$ cat src/rtl/control_sequencer.sv
// Hardwired control unit for the ALU-system datapath: two-byte fetch, decode, 1-2 cycle execute.
// Optional: define CU_ILLEGAL_HALT_EN to halt on an illegal opcode instead of skipping it.
module control_sequencer #(
    parameter logic [4:0] ALU_PASSB = 5'b00001,
    parameter logic [4:0] ALU_ADD   = 5'b00100,
    parameter logic [4:0] ALU_SUB   = 5'b00110,
    parameter logic [4:0] ALU_AND   = 5'b00111,
    parameter logic [4:0] ALU_ORR   = 5'b01000
) (
    input  logic        Clock,
    input  logic        Reset,
    input  logic [15:0] IROut,
    input  logic [3:0]  ALUOutFlag,
    output logic [2:0]  RF_OutASel,
    output logic [2:0]  RF_OutBSel,
    output logic [2:0]  RF_FunSel,
    output logic [3:0]  RF_RegSel,
    output logic [3:0]  RF_ScrSel,
    output logic [4:0]  ALU_FunSel,
    output logic [1:0]  ARF_OutCSel,
    output logic [1:0]  ARF_OutDSel,
    output logic [2:0]  ARF_FunSel,
    output logic [2:0]  ARF_RegSel,
    output logic        IR_LH,
    output logic        IR_Write,
    output logic        Mem_CS,
    output logic        Mem_WR,
    output logic        ALU_WF,
    output logic [1:0]  MuxASel,
    output logic [1:0]  MuxBSel,
    output logic        MuxCSel,
    output logic [1:0]  SC,
    output logic        Halted,
    output logic        Illegal
);

    typedef enum logic [2:0] {FETCH_L, FETCH_H, EXEC, EXEC2, HALT} state_t;

    localparam logic [5:0] OP_BRA = 6'h00, OP_BNE = 6'h01, OP_BEQ = 6'h02, OP_MOVL = 6'h03;
    localparam logic [5:0] OP_INC = 6'h04, OP_DEC = 6'h05, OP_ADD = 6'h06, OP_SUB = 6'h07;
    localparam logic [5:0] OP_AND = 6'h08, OP_ORR = 6'h09, OP_LD = 6'h0A, OP_ST = 6'h0B;
    localparam logic [5:0] OP_HLT = 6'h3F;

    localparam logic [2:0] FUN_DEC = 3'b000, FUN_INC = 3'b001, FUN_LOAD = 3'b010;

    state_t      state, state_nxt;
    logic [1:0]  sc_nxt;
    logic        illegal_set;

    logic [5:0]  opcode;
    logic [1:0]  rx;
    logic [3:0]  rx_hot, dst_hot;
    logic        flag_z;
    logic        unused_flags;

    assign opcode       = IROut[15:10];
    assign rx           = IROut[9:8];
    assign rx_hot       = 4'b0001 << rx;
    assign dst_hot      = 4'b0001 << IROut[7:6];
    assign flag_z       = ALUOutFlag[3];
    assign unused_flags = ^ALUOutFlag[2:0];

    always_ff @(posedge Clock or negedge Reset) begin
        if (!Reset) begin
            state   <= FETCH_L;
            SC      <= '0;
            Halted  <= 1'b0;
            Illegal <= 1'b0;
        end else begin
            state   <= state_nxt;
            SC      <= sc_nxt;
            Halted  <= (state_nxt == HALT);
            Illegal <= illegal_set;
        end
    end

    always_comb begin
        case (state_nxt)
            FETCH_L: sc_nxt = 2'd0;
            FETCH_H: sc_nxt = 2'd1;
            EXEC2:   sc_nxt = 2'd3;
            default: sc_nxt = 2'd2;
        endcase
    end

    // Outputs are forced idle while reset is asserted, so a reset mid-store releases the bus at once.
    always_comb begin
        RF_OutASel  = '0;
        RF_OutBSel  = '0;
        RF_FunSel   = '0;
        RF_RegSel   = '0;
        RF_ScrSel   = '0;
        ALU_FunSel  = '0;
        ARF_OutCSel = '0;
        ARF_OutDSel = '0;
        ARF_FunSel  = '0;
        ARF_RegSel  = '0;
        IR_LH       = 1'b0;
        IR_Write    = 1'b0;
        Mem_CS      = 1'b1;
        Mem_WR      = 1'b0;
        ALU_WF      = 1'b0;
        MuxASel     = '0;
        MuxBSel     = '0;
        MuxCSel     = 1'b0;
        state_nxt   = state;
        illegal_set = 1'b0;
        if (Reset) begin
            case (state)
                FETCH_L, FETCH_H: begin
                    Mem_CS     = 1'b0;
                    IR_LH      = (state == FETCH_H);
                    IR_Write   = 1'b1;
                    ARF_RegSel = 3'b100;
                    ARF_FunSel = FUN_INC;
                    state_nxt  = (state == FETCH_L) ? FETCH_H : EXEC;
                end
                EXEC: begin
                    state_nxt = FETCH_L;
                    case (opcode)
                        OP_BRA, OP_BNE, OP_BEQ: begin
                            if (opcode == OP_BRA || (opcode == OP_BNE && !flag_z) ||
                                (opcode == OP_BEQ && flag_z)) begin
                                MuxBSel    = 2'b10;
                                ARF_RegSel = 3'b100;
                                ARF_FunSel = FUN_LOAD;
                            end
                        end
                        OP_MOVL: begin
                            MuxASel   = 2'b10;
                            RF_FunSel = FUN_LOAD;
                            RF_RegSel = rx_hot;
                        end
                        OP_INC, OP_DEC: begin
                            RF_FunSel = (opcode == OP_INC) ? FUN_INC : FUN_DEC;
                            RF_RegSel = rx_hot;
                        end
                        OP_ADD, OP_SUB, OP_AND, OP_ORR: begin
                            RF_OutASel = IROut[5:3];
                            RF_OutBSel = IROut[2:0];
                            case (opcode)
                                OP_ADD:  ALU_FunSel = ALU_ADD;
                                OP_SUB:  ALU_FunSel = ALU_SUB;
                                OP_AND:  ALU_FunSel = ALU_AND;
                                default: ALU_FunSel = ALU_ORR;
                            endcase
                            ALU_WF    = 1'b1;
                            RF_FunSel = FUN_LOAD;
                            RF_RegSel = dst_hot;
                        end
                        OP_LD: begin
                            ARF_OutDSel = 2'b10;
                            Mem_CS      = 1'b0;
                            state_nxt   = EXEC2;
                        end
                        OP_ST: begin
                            RF_OutBSel  = {1'b0, rx};
                            ALU_FunSel  = ALU_PASSB;
                            ARF_OutDSel = 2'b10;
                            state_nxt   = EXEC2;
                        end
                        OP_HLT: state_nxt = HALT;
                        default: begin
                            illegal_set = 1'b1;
`ifdef CU_ILLEGAL_HALT_EN
                            state_nxt   = HALT;
`else
                            state_nxt   = FETCH_L;
`endif
                        end
                    endcase
                end
                EXEC2: begin
                    ARF_OutDSel = 2'b10;
                    Mem_CS      = 1'b0;
                    if (opcode == OP_ST) begin
                        RF_OutBSel = {1'b0, rx};
                        ALU_FunSel = ALU_PASSB;
                        Mem_WR     = 1'b1;
                    end else begin
                        MuxASel   = 2'b11;
                        RF_FunSel = FUN_LOAD;
                        RF_RegSel = rx_hot;
                    end
                    state_nxt = FETCH_L;
                end
                HALT:    state_nxt = HALT;
                default: state_nxt = FETCH_L;
            endcase
        end
    end

endmodule

$ cat config.mk
export PLATFORM = sky130hd
export DESIGN_NAME = control_sequencer
export DESIGN_NICKNAME = d
export VERILOG_FILES = /design/src/rtl/control_sequencer.sv
export SDC_FILE = /design/constraint.sdc
export NUM_CORES = 1
export LEC_CHECK = 0
export ABC_AREA = 1
export BUFFER_PORTS_ARGS = -buffer_cell sky130_fd_sc_hd__buf_2
export CAP_MARGIN = 20
export CORE_MARGIN = 3
export CORE_UTILIZATION = 38
export CTS_BUF_LIST = sky130_fd_sc_hd__clkbuf_4
export DETAILED_ROUTE_END_ITERATION = 7
export PLACE_DENSITY = 0.78
export SKIP_LAST_GASP = 1
export SLEW_MARGIN = 20
export SYNTH_ARGS = -nofsm -noshare
export SYNTH_HDL_FRONTEND = slang
export SYNTH_SLANG_ARGS = --single-unit
$ cat constraint.sdc
create_clock -name Clock -period 1.5 [get_ports Clock]
set_input_delay 0.3 -clock Clock [delete_from_list [all_inputs] [get_ports Clock]]
set_output_delay 0.3 -clock Clock [all_outputs]
set_load 0.005 [all_outputs]
==> impl_metrics.tcl, run 1 <==
set metrics [dict create \
    finalWirelength_um 3480 \
    critPathMaxFanout 4 \
    cts_buffer_depth 2 \
    drc 0 \
    end_kind "primary output" \
    crit_chain "inv_2, nand2_4, nor2_4, buf_4, nand4_1, a21oi_2, buf_2" \
    finalHoldViolations 0 \
    die_w_um 56.3 \
    hp-class "in -> async" \
    antenna_found_initial 0 \
    synth-seq-cells 7 \
    grt_max_degree 13 \
    avgSynthCellArea_um2 5.90 \
    antenna_cells 0 \
    min_period_ns 1.87 \
    synth-compound-area-share 0.0819 \
    dp_slack_ns -0.238 \
    status "complete, but fails checks" \
    cp_data_arrival_time_ns 1.57 \
    start_util 0.419 \
    crit_type "reg -> out" \
    htreeDepth 1 \
    cts_tree "built" \
    root_buffer "clkbuf_4" \
    ys_warn_count 0 \
    clk_transition_reported_paths_ns 0.06 \
    first_pass_iters 4 \
    leakagePower_nw 0.991 \
    crit_family "flip-flops" \
    p_per_area_mw_per_mm2 826 \
    coreArea_mm2 0.00230 \
    yosys.area_share.simple 0.481 \
    synthXorXnorAreaFrac 0 \
    num_vias 1369 \
    cp-start-kind "register" \
    io_buffers 50 \
    routedWlPerCell_um 12.2 \
    grt_pass1_wl_um 5060 \
    synth_top_family_by_area "simple AND/OR/NAND/NOR gates" \
    die-area_mm2 0.00317 \
    drv_cap 0 \
    cp_num_buf_inv 3 \
    fin_crit_sh 1.25 \
    globalRouteOverflowTotal 0 \
    synthCells 163 \
    fin_ws_ns -0.370 \
    finalSetupTns_ns -7.84 \
    clock_latency_ns 0.28 \
    fmaxAchievable_ghz 0.535 \
    drive_gt1_frac 0.535 \
    finalClockSkew_ns 0.0104 \
    cts_inserted_buffers 3 \
    place_area_mm2 0.00141 \
    rsz0062_at_grt "yes" \
    io_pins 68 \
    drtAntennaViolNets 0 \
    synth_fa_ha_area_frac 0 \
    routabilityCongestion 0.814 \
    vdd_ir_drop_max_mv 0.817 \
    seq_area_frac_synth 0.182 \
    yosys-mux-area-fraction 0 \
    rows 17 \
    yosysUniqueCellTypes 23 \
    dp_hpwl_um 2270 \
    syn_area_um2 962 \
    grt_pass1_vias 1208 \
    cpPeakStageDelay_ns 0.38 \
    vias_per_cell 4.82 \
    clkSinkCount 7 \
    fin_area_mm2 0.00164 \
    crit_required_ns 1.20 \
    final_core_util 0.716 \
    fin_nets 279 \
    violations "negative setup slack" \
    setup_viol 33 \
    first_iter_violations 47 \
    grt_use_total 0.192 \
    die_h_um 56.3 \
    final-max-slew-violation-count 0 \
    area_growth_pct 70.9 \
    crit_path_top_delay_cell "dfrtp_1" \
]
## what timing repair did
action	4_1_cts	5_1_grt
setup buffers	9	4
pin swaps	5	6
resized for setup	26	8
hold endpoints to repair	1	0
cloned	0	0
hold buffers	1	0
setup endpoints to repair	28	33
## registers in the layout, summed over array words and instances (netlist names)
name and count:
Halted 1, Illegal 1, state 3, SC 2
## cell type report
type,count,area [um^2]
clock inverters,1,5.00
clock buffers,3,22.5
multi-input cells,121,686
well taps,28,35.0
fillers,182,653
repair buffers,93,599
flip-flops and latches,7,178
inverters,31,119
## final timing paths
kind	startpoint	cells after the start	to	slack, ns
worst max-delay path	state[0]	7	ARF_OutDSel[1]	-0.37
worst min-delay path	Reset	2	SC[1]	0.01
worst max register to register	state[0]	11	Halted	-0.14
worst min register to register	state[0]	5	state[0]	0.80
max in group asynchronous	Reset	3	Illegal	0.92
min in group Clock	IROut[15]	4	Illegal	0.43
## metal layers
metal | wire (um) | vias to the layer above | global-route usage
met4 | 91 | 0 | 0.0542
met5 | 0 | - | 0
met2 | 1750 | 73 | 0.364
li1 | - | 665 | -
met3 | 313 | 15 | 0.0460
met1 | 1320 | 616 | 0.209
## power by group
part	switching, mW	total [mW]	internal [mW]
logic	0.468	0.888	0.421
registers	0.0389	0.280	0.241
clock network	0.0916	0.190	0.0986
## worst register-to-register path, delay by kind of cell, from the launching register on
family,cells,cell delay [ns]
AOI/OAI and AO/OA,1,0.09
buffers and inverters,4,0.54
DFF,1,0.38
and+or+nand+nor,6,0.52
## cell families (layout without fill, tap and decap cells)
| family | Yosys count | after routing |
|---|---|---|
| AND/OR/NAND/NOR | 93 | 93 |
| AO/OA/AOI/OAI | 14 | 14 |
| buffers and inverters | 48 | 128 |
| other | 1 | 14 |
| flip-flops | 7 | 7 |
## cells in the mapped netlist
master / count / share of area
nand2_4: 2 / 0.023
nor2_2: 5 / 0.033
nand2_2: 1 / 0.0065
clkbuf_2: 1 / 0.0052
a21oi_1: 6 / 0.031
nor2_8: 1 / 0.021
nor2_1: 25 / 0.098
inv_1: 24 / 0.094
inv_2: 7 / 0.027
buf_4: 16 / 0.12
nand2_1: 30 / 0.12
conb_1: 1 / 0.0039
nor3_1: 1 / 0.0052
nand3_1: 18 / 0.094
a31o_2: 1 / 0.0091
dfrtp_1: 7 / 0.18
o21ai_2: 1 / 0.0091
o22ai_1: 1 / 0.0065
nand3_2: 1 / 0.010
nor2_4: 3 / 0.035
nand4_1: 5 / 0.033
nor4_1: 1 / 0.0065
o21ai_0: 5 / 0.026
## placed cells by master (no fill, tap or decap), types with 2 or more instances in the layout
master / count
nor2_4: 7
clkbuf_4: 3
nor2_2: 7
nor2_1: 19
dfrtp_2: 2
nand2_4: 3
nand3_2: 2
conb_1: 14
a21oi_1: 3
dfrtp_1: 5
buf_4: 38
buf_6: 3
nand3_1: 17
a21oi_2: 3
nand4_1: 5
o21ai_0: 2
inv_1: 21
o21ai_1: 3
nand2_1: 27
inv_2: 9
buf_2: 49
nand2_2: 2
## per-stage QoR
stage	hold WS [ns]	instances	total power, mW
finish	0.0125	284	1.36
detailed placement	0.213	267	0.963
floorplan	0.00441	176	0.616
global route	0.0239	284	1.45
global placement	0.213	267	0.956
CTS	0.00721	280	1.26
Power figures use the tool's default switching activity.
==> run 2: changes to the inputs <==
- CORE_UTILIZATION: 38 -> 46
- PLACE_DENSITY: 0.78 -> 0.89
- clock period: 1.5 -> 2.2 ns (I/O delays scaled with it)
==> run 2 against run 1 <==
  * Worst hold slack improved by 0.12 ns
  * Clock skew down 0.0099 ns
  * Clock-buffer cell count up 1
  * Critical endpoint is now RF_FunSel[1]
  * Clock power fell by 34%
  * The run now ends clean
  * Largest power group unchanged
  * Cell area decreased by 25%
==> impl_metrics.tcl, run 2 (synthesis results as in run 1) <==
set metrics [dict create \
    clkSinkCount 7 \
    routedWlPerCell_um 9.93 \
    cts_inserted_buffers 3 \
    fin_cells 242 \
    grt_pass1_vias 920 \
    htreeDepth 1 \
    final_common_cell "buf_2" \
    area_growth_pct 27.8 \
    largest_register "state" \
    drtAntennaViolNets 0 \
    first_pass_iters 4 \
    fin_nets 240 \
    hp-class "in -> async" \
    die-area_mm2 0.00268 \
    finalClockSkew_ns 0.000488 \
    rows 15 \
    seq_power_share 0.283 \
    antenna_found_initial 0 \
    combinationalPowerShare 0.529 \
    clk_transition_reported_paths_ns 0.05 \
    r2r.worst_path.cells 5 \
    r2r_slack_ns 0.75 \
    fin_ws_ns 0.111 \
    reg_top3 "state x3, SC x2" \
    io_buffers 50 \
    grt_pass1_wl_um 3620 \
    routabilityCongestion 0.784 \
    die_h_um 51.7 \
    vias_per_cell 4.74 \
    num_vias 1147 \
    grt_use_total 0.171 \
    power.share.clock 0.188 \
    rsz0062_at_grt "yes" \
    io_pins 68 \
    cp-start-kind "register" \
    critPathMaxFanout 5 \
    dp_slack_ns 0.173 \
    r2r_start "state[0]" \
    vdd_ir_drop_max_mv 0.467 \
    grt_max_degree 15 \
    dp_hpwl_um 1970 \
    drc 0 \
    drv_cap 0 \
    crit_required_ns 1.76 \
    start_util 0.523 \
    globalRouteOverflowTotal 0 \
    fin_crit_sh 0.950 \
    die_w_um 51.7 \
    final-max-slew-violation-count 0 \
    status "complete, no violations" \
    switching_share 0.430 \
    rr_endpoint "Illegal" \
    setup_viol 0 \
    min_period_ns 2.09 \
    p_per_area_mw_per_mm2 542 \
    leakagePower_nw 0.804 \
    root_buffer "clkbuf_4" \
    first_iter_violations 28 \
    fmaxAchievable_ghz 0.479 \
    cts_buffer_depth 2 \
    dp_cells 236 \
    finalHoldViolations 0 \
    antenna_cells 0 \
    p_int_mw 0.380 \
    coreArea_mm2 0.00184 \
    cts_tree "built" \
    drive_gt1_frac 0.378 \
    largest_reg_flops 3 \
    clock_latency_ns 0.24 \
    crit_type "reg -> out" \
    mostFrequentLayoutCells "buf_2 (50), nand2_1 (30), nor2_1 (24)" \
    cp_data_arrival_time_ns 1.65 \
    end_kind "primary output" \
    power.total_mw 0.667 \
    final_core_util 0.669 \
    p_sw_mw 0.287 \
    finalWirelength_um 2400 \
]
run 2: changes by cell type in the layout (fill, tap and decap cells not counted), moves of 2 or more:
cell	before	now
buf_4	38	4
o21ai_0	2	5
o21ai_1	3	0
a21oi_1	3	6
nor2_1	19	24
dfrtp_2	2	0
buf_6	3	0
a21oi_2	3	0
nor2_4	7	3
dfrtp_1	5	7
inv_1	21	23
nand2_1	27	30
run 2: area by class of cell:
cell class | instances | area [um^2]
Sequential cell | 7 | 175
Multi-Input combinational cell | 121 | 597
Fill cell | 186 | 609
Timing Repair Buffer | 54 | 280
Inverter | 31 | 116
Clock buffer | 4 | 30.0
Tap cell | 25 | 31.3
run 2: power by group through the flow:
| stage | clock network (mW) | registers, mW | logic (mW) |
|---|---|---|---|
| after global placement | 0 | 0.191 | 0.317 |
| after detailed placement | 0 | 0.190 | 0.322 |
| after global routing | 0.137 | 0.193 | 0.402 |
| final | 0.125 | 0.189 | 0.353 |
| after floorplan | 0 | 0.189 | 0.229 |
| after CTS | 0.132 | 0.189 | 0.323 |
run 2: per-stage QoR:
| stage | cell area, um^2 | TNS [ns] | hold slack [ns] |
|---|---|---|---|
| 6_report | 1230 | 0 | 0.132 |
| 5_1_grt | 1230 | -0.0355 | 0.140 |
| 4_1_cts | 1210 | 0 | 0.123 |
| 3_5_place_dp | 1180 | 0 | 0.393 |
| 3_3_place_gp | 1180 | 0 | 0.394 |
| 2_1_floorplan | 1010 | 0 | 0.144 |
run 2: what timing repair did:
| item | CTS | global route |
|---|---|---|
| resized for setup | 0 | 2 |
| setup endpoints to repair | 0 | 4 |
| buffers inserted | 0 | 2 |
| hold buffers | 0 | 0 |
run 2: worst max path at each step:
stage	start	to	slack [ns]
2_1_floorplan	Reset	RF_OutBSel[1]	0.45
3_3_place_gp	IROut[15]	RF_RegSel[0]	0.20
3_5_place_dp	IROut[15]	RF_OutASel[2]	0.17
4_1_cts	state[2]	RF_OutBSel[1]	0.002
5_1_grt	state[2]	RF_OutBSel[1]	-0.02
6_report	state[0]	RF_FunSel[1]	0.11
run 2: worst max-delay path, cell delays in order, from the launching register on:
cell and delay, ns:
dfrtp_1 0.41, inv_2 0.11, nand2_1 0.10, nor2_4 0.17, inv_1 0.07, o21ai_0 0.18
inv_1 0.08, a21oi_1 0.14, buf_2 0.13
run 2: metal layers:
| layer | GRT usage | part of all wire |
|---|---|---|
| met5 | 0 | 0 |
| met1 | 0.208 | 0.38 |
| met4 | 0.0568 | 0 |
| met3 | 0.0229 | 0.11 |
| met2 | 0.305 | 0.50 |
